[src/rtl/tick_stopwatch.sv]
// tick_stopwatch
//   Turns the upstream timer's single-cycle tick strobe into a BCD mm:ss
//   stopwatch (00:00..59:59). A small FSM handles the start/stop/clear/lap
//   commands. The lap function freezes the display while live counting
//   carries on underneath.
//
//   State table:
//     state  | meaning
//     IDLE   | zeroed, waiting for start
//     RUN    | counting ticks
//     PAUSE  | counting suspended, prescaler phase kept
//     HALTED | saturated at 59:59 (WRAP=0), only clear leaves
//
// Ports:
//   clk, rst           clock, asynchronous active-high reset
//   tick               single-cycle strobe from upstream timer
//   start/stop/clear/lap  command pulses (priority clear > stop > start > lap)
//   sec_ones..min_tens displayed BCD digits (live count, or latch while lap_hold)
//   running            high in RUN
//   lap_hold           display frozen on the latched value
//   sec_pulse          1-cycle strobe each time the live seconds advance
//   overflow           sticky flag set on 59:59 -> 00:00 roll (WRAP=1)
module tick_stopwatch #(
  parameter int TICKS_PER_SEC = 100,
  parameter bit WRAP          = 1'b1
) (
  input  logic       clk,
  input  logic       rst,
  input  logic       tick,
  input  logic       start,
  input  logic       stop,
  input  logic       clear,
  input  logic       lap,
  output logic [3:0] sec_ones,
  output logic [3:0] sec_tens,
  output logic [3:0] min_ones,
  output logic [3:0] min_tens,
  output logic       running,
  output logic       lap_hold,
  output logic       sec_pulse,
  output logic       overflow
);

  // A one-tick-per-second prescaler still needs a 1-bit register to exist.
  localparam int PW = (TICKS_PER_SEC > 1) ? $clog2(TICKS_PER_SEC) : 1;
  localparam logic [PW-1:0] PS_TC = PW'(TICKS_PER_SEC - 1);

  typedef enum logic [1:0] {
    IDLE   = 2'd0,
    RUN    = 2'd1,
    PAUSE  = 2'd2,
    HALTED = 2'd3
  } state_t;

  state_t        state;
  logic [PW-1:0] presc;
  // Packed as {min_tens, min_ones, sec_tens, sec_ones}.
  logic [15:0]   live;
  logic [15:0]   latch;

  logic          count_en;
  logic          sec_adv;
  logic          at_max;
  logic [15:0]   live_inc;
  logic [15:0]   live_next;

  // Ticks coincident with clear or stop are dropped. Start in RUN is a no-op
  // and does not block the tick.
  assign count_en = (state == RUN) && tick && !clear && !stop;
  assign sec_adv  = count_en && (presc == PS_TC);
  assign at_max   = (live == 16'h5959);

  // BCD carry chain. At 59:59 every digit rolls, so the result is 00:00.
  always_comb begin
    live_inc = live;
    if (live[3:0] != 4'd9) begin
      live_inc[3:0] = live[3:0] + 4'd1;
    end else begin
      live_inc[3:0] = 4'd0;
      if (live[7:4] != 4'd5) begin
        live_inc[7:4] = live[7:4] + 4'd1;
      end else begin
        live_inc[7:4] = 4'd0;
        if (live[11:8] != 4'd9) begin
          live_inc[11:8] = live[11:8] + 4'd1;
        end else begin
          live_inc[11:8] = 4'd0;
          if (live[15:12] != 4'd5) begin
            live_inc[15:12] = live[15:12] + 4'd1;
          end else begin
            live_inc[15:12] = 4'd0;
          end
        end
      end
    end
  end

  always_comb begin
    live_next = live;
    if (sec_adv && !(at_max && !WRAP)) begin
      live_next = live_inc;
    end
  end

  always_ff @(posedge clk or posedge rst) begin
    if (rst) begin
      state     <= IDLE;
      presc     <= '0;
      live      <= '0;
      latch     <= '0;
      running   <= 1'b0;
      lap_hold  <= 1'b0;
      sec_pulse <= 1'b0;
      overflow  <= 1'b0;
    end else begin
      sec_pulse <= sec_adv;
      if (clear) begin
        state    <= IDLE;
        presc    <= '0;
        live     <= '0;
        latch    <= '0;
        running  <= 1'b0;
        lap_hold <= 1'b0;
        overflow <= 1'b0;
      end else begin
        if (count_en) begin
          presc <= (presc == PS_TC) ? '0 : presc + PW'(1);
          live  <= live_next;
        end
        if (sec_adv && at_max) begin
          if (WRAP) begin
            overflow <= 1'b1;
          end else begin
            state   <= HALTED;
            running <= 1'b0;
          end
        end
        // Only the highest-priority asserted command is considered.
        if (stop) begin
          if (state == RUN) begin
            state   <= PAUSE;
            running <= 1'b0;
          end
        end else if (start) begin
          if (state == IDLE || state == PAUSE) begin
            state   <= RUN;
            running <= 1'b1;
          end
        end else if (lap) begin
          if (state == RUN || state == PAUSE) begin
            lap_hold <= ~lap_hold;
            // Capture the value this edge produces, so a coincident tick counts.
            if (!lap_hold) begin
              latch <= live_next;
            end
          end
        end
      end
    end
  end

  logic [15:0] disp;
  assign disp = lap_hold ? latch : live;
  assign {min_tens, min_ones, sec_tens, sec_ones} = disp;

endmodule

[config.mk]
export PLATFORM = sky130hd
export DESIGN_NAME = tick_stopwatch
export DESIGN_NICKNAME = d
export VERILOG_FILES = /design/src/rtl/tick_stopwatch.sv
export SDC_FILE = /design/constraint.sdc
export NUM_CORES = 1
export LEC_CHECK = 0
export BUFFER_PORTS_ARGS = -buffer_cell sky130_fd_sc_hd__buf_2
export CAP_MARGIN = 20
export CORE_MARGIN = 2
export CORE_UTILIZATION = 63
export CTS_CLUSTER_DIAMETER = 100
export DETAILED_ROUTE_END_ITERATION = 6
export MAX_ROUTING_LAYER = met4
export PLACE_DENSITY = 0.86
export SLEW_MARGIN = 20
export SYNTH_ARGS = -nofsm -noshare
export SYNTH_HDL_FRONTEND = slang
export SYNTH_SLANG_ARGS = --single-unit
[constraint.sdc]
create_clock -name clk -period 5 [get_ports clk]
set_input_delay 1 -clock clk [delete_from_list [all_inputs] [get_ports clk]]
set_output_delay 1 -clock clk [all_outputs]
set_load 0.01 [all_outputs]
==> metrics <==
slew margin rel. approximately two fifths; Resized Gates After CTS 0; Global Route Usage Sum roughly 28%; DP HPWL approximately 3.6 mm; register area share after synthesis between 40 and 50%; gpl congestion 0.854; post-route setup TNS 0 ps; Crit Path Category in2reg; vias 2,192; drt pass-1 iters 5; RSZ-0062 raised after global routing no; Area contributors post-synth dfrtp_1 43%, mux2_2 5.3%, o21ai_0 4.3%; CTS root buf clkbuf_8; total gr overflow 0; Pleak 1.22 nW; Gate power share under 10%; die area 4570 µm²; Final ANT Viol Nets 0; Ys Warns 0; total of max-cap violations 0; flop-to-flop setup slack approximately 2300 ps; Synth Area per Inst around 9.4 µm²; final setup violating endpoints 0; row count 23; setup slack after layout ~1800 ps; Core Box Area 3940 µm²; CP Capture Type flip-flop; DRT iter0 DRCs roughly 300; Worst Path Arrival 3370 ps; largest net degree at the start of global routing 45; vias in the first global route ~2,000; synthesis-to-layout area growth 9.63%; Hold Crit Class reg2reg; number of synthesized register bits 44; Least-Margin Pin Slew 912 ps; skew final about 4.5 ps; n_diodes 0; initial antenna violation count 0; CTS sink count 44; clock group share of total power roughly two fifths; CTS Buf Count 5; syn nets 286; PD cells ~240 nW/µm²; Die X between 60 and 70 µm; required time of the critical path 5190 ps; boundary pin count 27; P_sw around 150 µW; Mapped Area approximately 2500 µm²; Final Hold Fails 0; share of synthesized registers carrying an async set or reset 100%; min Tclk post-route roughly 3200 ps; # DRC 0; Avg WL per Cell 16.1 µm; sw frac around 22%; Max Slew Vio Count 0; hold_ws about 480 ps; port bufs 26; layout cells sized above 1 between 10% and 20%; largest area contributor in the netlist dfrtp_1; Worst Setup Start Kind primary input; maximum clock insertion buffer count 2; Synth Instances roughly 270; Net count, final roughly 310; post-CTS setup buffers 0; hold_buf cts 0; status finished, final reports clean; Synth Flop Type dfrtp_1; Flop pwr share 54.3%; Pint between 500 and 600 µW; first-pass GRT wire length just over 9 mm; clock latency on the worst-skew pair slightly below 300 ps; final wirelength approximately 5.5 mm; peak supply drop approximately 0.00018 V; Initial Util 64.6%; H-tree depth 2; Crit Path Max Fanout 37; Post-synth EDFFs 0; via/cell ratio about 6.4; Reg clk slew, reported paths approximately 80 ps; count of cell types in the netlist 52; Final Cycle Share between 60 and 70%; fmax between 0.3 and 0.4 GHz; share of the synthesized area in the top cell type around 43%; CTS tree done; Die Height between 60 and 70 µm; Place WS ~1500 ps
flip-flops by register name, indices dropped and copies added (netlist names):
register   count
overflow       1
state          2
latch         16
sec_pulse      1
lap_hold       1
presc          7
live          16
worst paths after layout:
| check | startpoint | depth (start not counted) | end |
|---|---|---|---|
| setup / recovery | clear | 5 | latch[13] |
| max in group asynchronous | rst | 3 | presc[6] |
| min in group asynchronous | rst | 3 | presc[1] |
| hold / removal | latch[3] | 2 | latch[3] |
| setup reg to reg | state[1] | 6 | latch[13] |
| hold reg to reg | latch[3] | 2 | latch[3] |
logic make-up (layout without fill, tap and decap cells):
group                      count (synthesis)  count (layout)  synth area share (%)
AOI/OAI and AO/OA                         70              70                  17.5
xor gates and xnor gates                   3               3                  1.03
adders and majority gates                  8               8                  3.93
buffers and inverters                     30              50                  4.96
DFF                                       44              44                  43.2
muxes                                     13              13                  5.70
and+or+nand+nor                          103             103                  23.6
power by group through the flow:
stage                     combinational, mW  clock, mW  sequential (mW)
after CTS                            0.0401      0.271            0.365
final                                0.0399      0.267            0.365
after detailed placement             0.0401          0            0.372
after global routing                 0.0454      0.286            0.366
after global placement               0.0388          0            0.372
after floorplan                      0.0295          0            0.370
per-stage QoR:
| step | std cells | power [mW] | util, % | instance area, µm² |
|---|---|---|---|---|
| after floorplan | 271 | 0.400 | - | 2550 |
| after detailed placement | 333 | 0.412 | 68.1 | 2680 |
| final | 341 | 0.672 | 70.8 | 2790 |
| after CTS | 341 | 0.676 | 70.8 | 2790 |
| after global placement | 333 | 0.411 | 68.1 | 2680 |
| after global routing | 341 | 0.698 | 70.8 | 2790 |
worst max-delay path: stages:
cell	delay (ps)
buf_2	310
and4bb_1	520
nand4_2	500
or4_1	690
a311oi_1	330
cells in the mapped netlist, types with 8 or more instances:
| cell | count |
|---|---|
| nand2_1 | 21 |
| o21ai_0 | 22 |
| dfrtp_1 | 44 |
| ha_1 | 8 |
| a21oi_1 | 18 |
| clkbuf_1 | 10 |
| nor2_1 | 26 |
| nand3_1 | 8 |
| a311oi_1 | 8 |
| nand4_1 | 9 |
| mux2_2 | 12 |
| inv_1 | 13 |
routing by layer:
| layer | up-vias | part of all wire, % | global-route usage [%] |
|---|---|---|---|
| met4 | 0 | 1.3 | 11.2 |
| met5 | - | 0 | - |
| li1 | 1038 | - | - |
| met1 | 1073 | 44 | 37.2 |
| met2 | 73 | 50 | 42.6 |
| met3 | 8 | 4.6 | 3.50 |
cell type report:
class	instances	area, µm²
fillers	303	1150
repair buffers	29	153
clock inverters	2	35.0
inverters	13	48.8
clock buffers	6	72.6
flip-flops and latches	44	1100
multi-input cells	197	1320
well taps	50	62.6
layout by cell type (no fill, tap or decap), types with 4 or more instances in the layout:
master    instances
ha_1              8
nor3_1            4
buf_2            26
mux2_2           12
nor2_1           26
inv_1            12
nand3_1           8
a21oi_1          18
nand4_1           9
nor2b_1           5
a311oi_1          8
o21ai_0          22
a211oi_1          4
dfrtp_1          44
nand2_1          21
or4_1             5
clkbuf_8          5
No activity file was read; power rests on OpenSTA's default activity.
